`src/rtl/pc_gen.sv`:
```
// Fetch-pair PC generator: holds the PC pair, handshakes fetch requests and queues redirects behind a held request.
// Optional build macro PC_GEN_STAT_EN adds saturating prediction/redirect statistics counters.
`ifndef BR_WD
`define BR_WD 33
`endif

module pc_gen #(
  parameter logic [31:0] RESET_PC = 32'hBFC0_0000
) (
  input  logic             clk,
  input  logic             resetn,
  input  logic             stall,
  input  logic             flush,
  input  logic [31:0]      new_pc,
  input  logic [`BR_WD-1:0] br_bus,
  input  logic [`BR_WD-1:0] bp_bus,
  input  logic             next_inst_invalid,
  output logic [31:0]      current_pc1,
  output logic [31:0]      current_pc2,
  output logic             inst_req,
  input  logic             inst_addr_ok,
  output logic [1:0]       fetch_mask,
  output logic             kill_inflight
`ifdef PC_GEN_STAT_EN
  ,
  output logic [31:0]      stat_bp_taken,
  output logic [31:0]      stat_redirect
`endif
);

  typedef enum logic {IDLE = 1'b0, REQ = 1'b1} state_t;

  state_t      state_q, state_d;
  logic [31:0] pc_q, pc_d;
  logic        pend_v_q, pend_v_d;
  logic [31:0] pend_pc_q, pend_pc_d;
  logic        pend_flush_q, pend_flush_d;

  logic        br_e, bp_e;
  logic [31:0] br_target, bp_target;
  logic        accept, may_update, redirect_apply;

  assign br_e      = br_bus[`BR_WD-1];
  assign br_target = br_bus[31:0];
  assign bp_e      = bp_bus[`BR_WD-1];
  assign bp_target = bp_bus[31:0];

  assign accept         = (state_q == REQ) && inst_addr_ok;
  assign may_update     = (state_q == IDLE) || accept;
  assign redirect_apply = may_update && (flush || pend_v_q || br_e);

  assign current_pc1   = pc_q;
  assign current_pc2   = pc_q + 32'd4;
  assign inst_req      = (state_q == REQ);
  assign fetch_mask    = redirect_apply ? 2'b00 : {~(bp_e & next_inst_invalid), 1'b1};
  assign kill_inflight = resetn && (flush || br_e);

  always_comb begin
    state_d      = state_q;
    pc_d         = pc_q;
    pend_v_d     = pend_v_q;
    pend_pc_d    = pend_pc_q;
    pend_flush_d = pend_flush_q;

    case (state_q)
      IDLE:    if (!stall) state_d = REQ;
      REQ:     if (accept) state_d = stall ? IDLE : REQ;
      default: state_d = IDLE;
    endcase

    if (may_update) begin
      pend_v_d     = 1'b0;
      pend_flush_d = 1'b0;
      if (flush)              pc_d = new_pc;
      else if (pend_v_q)      pc_d = pend_pc_q;
      else if (br_e)          pc_d = br_target;
      else if (accept && bp_e) pc_d = bp_target;
      else if (accept)        pc_d = pc_q + 32'd8;
    end else begin
      // Request held on the bus: PC must stay put, so park the redirect.
      if (flush) begin
        pend_v_d     = 1'b1;
        pend_pc_d    = new_pc;
        pend_flush_d = 1'b1;
      end else if (br_e && !pend_flush_q) begin
        pend_v_d     = 1'b1;
        pend_pc_d    = br_target;
        pend_flush_d = 1'b0;
      end
    end
  end

  always_ff @(posedge clk) begin
    if (!resetn) begin
      state_q      <= IDLE;
      pc_q         <= RESET_PC;
      pend_v_q     <= 1'b0;
      pend_pc_q    <= 32'd0;
      pend_flush_q <= 1'b0;
    end else begin
      state_q      <= state_d;
      pc_q         <= pc_d;
      pend_v_q     <= pend_v_d;
      pend_pc_q    <= pend_pc_d;
      pend_flush_q <= pend_flush_d;
    end
  end

`ifdef PC_GEN_STAT_EN
  always_ff @(posedge clk) begin
    if (!resetn) begin
      stat_bp_taken <= 32'd0;
      stat_redirect <= 32'd0;
    end else begin
      if (accept && bp_e && !redirect_apply && (stat_bp_taken != 32'hFFFF_FFFF))
        stat_bp_taken <= stat_bp_taken + 32'd1;
      if (br_e && (stat_redirect != 32'hFFFF_FFFF))
        stat_redirect <= stat_redirect + 32'd1;
    end
  end
`endif

endmodule

```
`config.mk`:
```
export PLATFORM = sky130hd
export DESIGN_NAME = pc_gen
export DESIGN_NICKNAME = d
export VERILOG_FILES = /design/src/rtl/pc_gen.sv
export SDC_FILE = /design/constraint.sdc
export NUM_CORES = 1
export LEC_CHECK = 0
export BUFFER_PORTS_ARGS = -buffer_cell sky130_fd_sc_hd__buf_2
export CORE_ASPECT_RATIO = 2
export CORE_MARGIN = 3
export CORE_UTILIZATION = 51
export DETAILED_ROUTE_END_ITERATION = 8
export PLACE_DENSITY = 0.81
export SYNTH_ARGS = -nofsm -noshare
export SYNTH_HDL_FRONTEND = slang
export SYNTH_SLANG_ARGS = --single-unit
```
`constraint.sdc`:
```
create_clock -name clk -period 2.6 [get_ports clk]
set_input_delay 0.52 -clock clk [delete_from_list [all_inputs] [get_ports clk]]
set_output_delay 0.52 -clock clk [all_outputs]
set_load 0.02 [all_outputs]
```
Word-level counts from Yosys, hierarchy flattened --
Cells that the tools add are included.
Cells by class: add/subtract/negate cells 2, multipliers 0, divide/modulo/power cells 0, order comparisons 0, eq/ne operators 0, shifts and indexed selects 0, mux-type cells 15, bitwise logic cells 5, reduce and logical (&&, ||, !) cells 15
Operators by type and width (number):
- 32-bit two-way mux | 7
- 32-bit by 3-bit adder with 32-bit output, second input constant | 1
- 32-bit by 4-bit adder with 32-bit output, second input constant | 1
- 1-bit two-way mux | 6
- 1-bit logical AND | 5
- 5-bit nonzero test | 1
- 1-bit logical OR | 4
- 1-bit inverter | 4
- 2-bit AND reduction | 2
- 2-bit two-way mux | 1
- 1-bit case mux with 2 select lines | 1
- 2-bit nonzero test | 1
- 2-bit OR reduction | 1
- 1-bit AND | 1
- 1-bit zero test | 1
Word-level totals: register bits after elaboration 67, latch bits 0, RAM bits 0, ROM bits 0, bits of input ports 104, output and inout port bits 68, logic and storage cells 42, memories kept 0

Longest topological paths before layout --
depth in word-level cells 6, mapped depth 9

Worst setup path before layout --
Ideal clock, no wire load.
kind register -> output, start register pc_q[3], in the netlist current_pc1[3], end output current_pc2[29], arrival 2.164 ns, data required time 2.080 ns, slack -0.084 ns, cell stages (with the launch flop) 8, cell sequence dfxtp_1 ha_1 clkbuf_8 inv_1 nor4_2 and3_1 nand2_1 xnor2_1
Between the ends: cells in the longest elaborated chain, start to end 1
RTL lines:
- start: declaration | line 34 | logic [31:0] pc_q, pc_d;
- start signal: assignment | line 102 | pc_q <= pc_d;
- 32-bit by 3-bit adder with 32-bit output | line 53 | assign current_pc2 = pc_q + 32'd4;
- end: declaration | line 19 | output logic [31:0] current_pc2,
Every way passes these cells.

Final worst setup path --
start register pc_q[20], in the netlist current_pc1[20], end output current_pc2[31]
The elaborated chain is that of the path after synthesis.

==> summary.md <==
| Metric | Value |
|---|---|
| Vias | `6490` |
| Final setup violation count | `2` |
| Commonest non-fill, non-tap cell in the layout | `buf_2` |
| Clk sinks | `67` |
| Final worst setup slack | `-0.0534 ns` |
| TritonCTS clock tree | `yes` |
| Synth unique cells | `a little under 70` |
| Layout Cell Area excl Fill | `0.00687 mm^2` |
| Post-synth EDFFs | `0` |
| Vias per inst | `between 6 and 7` |
| Initial antenna violation count | `0` |
| Clock transition at path regs | `0.06 ns` |
| Core area | `0.00951 mm^2` |
| Die Y | `146 um` |
| I/O Buffers | `about 170` |
| Failing checks | `setup timing` |
| Area Overhead vs Synth | `36.6%` |
| Gate power share | `0.315` |
| Layout cells sized above 1 | `0.357` |
| Post-synth ARST share | `0` |
| CTS max path bufs | `2` |
| Required @ worst endpoint | `~2.1 ns` |
| Stages on worst setup path | `6` |
| Seq pwr share | `0.327` |
| CP max FO | `3` |
| Worst-Margin Slew | `1.17 ns` |
| Path type of the worst setup path | `reg2out` |
| Die width | `76.2 um` |
| Yosys reg bits | `67` |
| DRC | `0` |
| Top Ports | `approximately 170` |
| Syn avg cell area | `7.44 um^2` |
| Syn Nets | `~800` |
| Post-Synthesis Cell Area | `0.00503 mm^2` |
| Clock latency on the worst-skew pair | `0.34 ns` |
| Cell breakdown of the critical path | `nand4_1, or4_4, nor4_4, nand2_1, xnor2_2, buf_4` |
| Status | `finished, violations left` |
| Worst hold path class | `in2reg` |
| WHS | `about 0.36 ns` |
| Final core utilization | `0.722` |
| DRT Wirelength | `21200 um` |
| Leakage | `approximately 0.0030 uW` |
| Global-route wire length before repair | `32000 um` |
| Detailed Routing Iterations Pass 1 | `6` |
| Hpwl dp | `15600 um` |
| Synth Instances | `approximately 680` |
| Hold Crit Depth | `2` |
| Number of buffers created by CTS | `9` |
| Final hold violations | `0` |
| Placed cell count | `968` |
| Post-synth top flop | `dfxtp_1` |
| Sequential share of the synthesized area | `0.267` |
| Yosys warns | `0` |
| WP buf/inv | `1` |
| FP Rows | `50` |
| Starting Density | `0.529` |
| H-tree levels | `3` |
| Final Max Tran Viols | `0` |
| Largest net degree at the start of global routing | `40` |
| Drt wl/cell | `between 20 and 25 um` |
| # nets final | `~980` |
| Remaining antenna violation count after routing | `0` |
| P_int | `around 2400 uW` |
| Multi-input logic area | `0.00347 mm^2` |
| Dpl cell area | `~0.0062 mm^2` |
| GRT Total Usage | `0.362` |
| RSZ-0062 raised after global routing | `yes` |
| Critical-path top delay cell | `or4_4` |
| Period utilization | `1.02` |
| Root Buffer | `clkbuf_16` |
| Worst Reg-to-Reg Cells | `8` |
| Ant. Diodes | `0` |
| Data arrival, critical path | `2.13 ns` |
| Die Footprint | `approximately 0.011 mm^2` |
| Gr ovfl total | `0` |
| Largest stage delay on the critical path | `0.57 ns` |
| Final Critical Period | `2.65 ns` |
| Clock Power Share | `0.358` |
| Relative slew slack | `0.218` |
| FF/Latch Area | `0.00136 mm^2` |
| RePlAce Congestion | `0.952` |
| Switching Share | `0.338` |
| Max_cap viols | `0` |
| Layout Skew | `slightly below 0.01 ns` |
| Delay-heaviest family, CP | `simple AND/OR/NAND/NOR gates` |
| Vias in the first global route | `6123` |
| Max IR drop VDD | `~0.00048 V` |
| Fmax | `377 MHz` |
| Commonest cells after routing, fill and taps aside | `buf_2, nand2_1, buf_4, nor2_1, dfxtp_1` |
| Fillers | `781` |
| Startpoint Class | `flip-flop` |
| CP endpoint kind | `output pin` |
| Switch Pwr | `around 1200 uW` |
| Iteration-0 DRC Markers | `795` |
| Non-Filler Instances | `1005` |
| PD cells | `527 mW/mm^2` |
worst reg2reg max path: stages, from the launching register on:
cell and delay, ns:
dfxtp_2 0.36, buf_6 0.14, nand4_4 0.15, buf_4 0.19
buf_4 0.15, nor4_2 0.60, nand2_1 0.19, mux2i_1 0.18
a221oi_1 0.27
cell usage after synthesis (all sizes together) (5+ instances only):
master,instances,area share
nor4,13,0.021
nand3,20,0.020
buf,23,0.024
a31oi,16,0.020
nand4,14,0.020
a221oi,17,0.030
nor3,17,0.018
o22ai,11,0.014
inv,15,0.011
and3,5,0.0065
a211oi,27,0.040
mux2i,28,0.056
xnor2,25,0.044
o21ai,30,0.030
a311oi,11,0.019
dfxtp,67,0.27
xor2,18,0.031
clkbuf,46,0.037
nor2,68,0.051
o21a,7,0.010
o211ai,6,0.0090
a21oi,35,0.035
o221ai,10,0.017
nand2,84,0.064
timing repair:
action                                  4_1_cts  5_1_grt
hold buffers                                  0        0
pin swaps                                     4        8
gates cloned                                  0        0
gates resized for setup                      23       19
buffers inserted                              5       16
endpoints found under the setup margin       14       12
kinds of logic (layout without fill, tap and decap cells):
group / count (synthesis) / count (layout) / share of synthesized area
compound gates: 207 / 207 / 0.289
mux: 29 / 29 / 0.0580
xor+xnor: 43 / 43 / 0.0749
fa+ha+maj: 2 / 2 / 0.00498
buf+inv: 86 / 285 / 0.0734
simple gates: 242 / 242 / 0.233
flops: 67 / 67 / 0.267
routing by layer:
metal,track usage,vias to the layer above,share of wire
met1,0.420,3015,0.36
met2,0.611,475,0.49
met4,0.201,0,0.058
met5,0,-,0
met3,0.0821,96,0.095
li1,-,2904,-
layout make-up:
class | count | area share
multi-input cells | 523 | 0.506
repair buffers | 252 | 0.218
flip-flops and latches | 67 | 0.198
clock buffers | 11 | 0.0339
well taps | 130 | 0.0237
clock inverters | 5 | 0.0113
inverters | 17 | 0.00929
power groups by stage:
stage	Combinational (uW)	Clock (uW)	Sequential, uW
finish	1140	1290	1180
global route	1220	1350	1190
CTS	1090	1290	1180
detailed placement	1070	0	1190
global placement	1060	0	1190
floorplan	582	0	1250
worst paths after layout:
check,start,slack [ns],endpoint
setup / recovery,current_pc1[20],-0.05,current_pc2[31]
hold / removal,stall,0.36,inst_req
hold reg to reg,pend_flush_q,0.47,pend_flush_q
setup reg to reg,current_pc1[8],0.29,current_pc1[30]
state kept, by name, indices dropped and copies added, names as in the netlist:
name	cells
pend_flush_q	1
inst_req	1
pend_v_q	1
pend_pc_q	32
current_pc1	32
stage by stage:
stage | total power [uW] | setup slack [ns] | TNS [ns]
after floorplan | 1830 | 0.0181 | 0
after global placement | 2250 | 0.224 | 0
after detailed placement | 2270 | 0.147 | 0
after CTS | 3560 | -0.0334 | -0.0334
after global routing | 3750 | -0.109 | -0.321
final | 3620 | -0.0534 | -0.0598
Note: power is estimated with default switching activity, not from simulation.
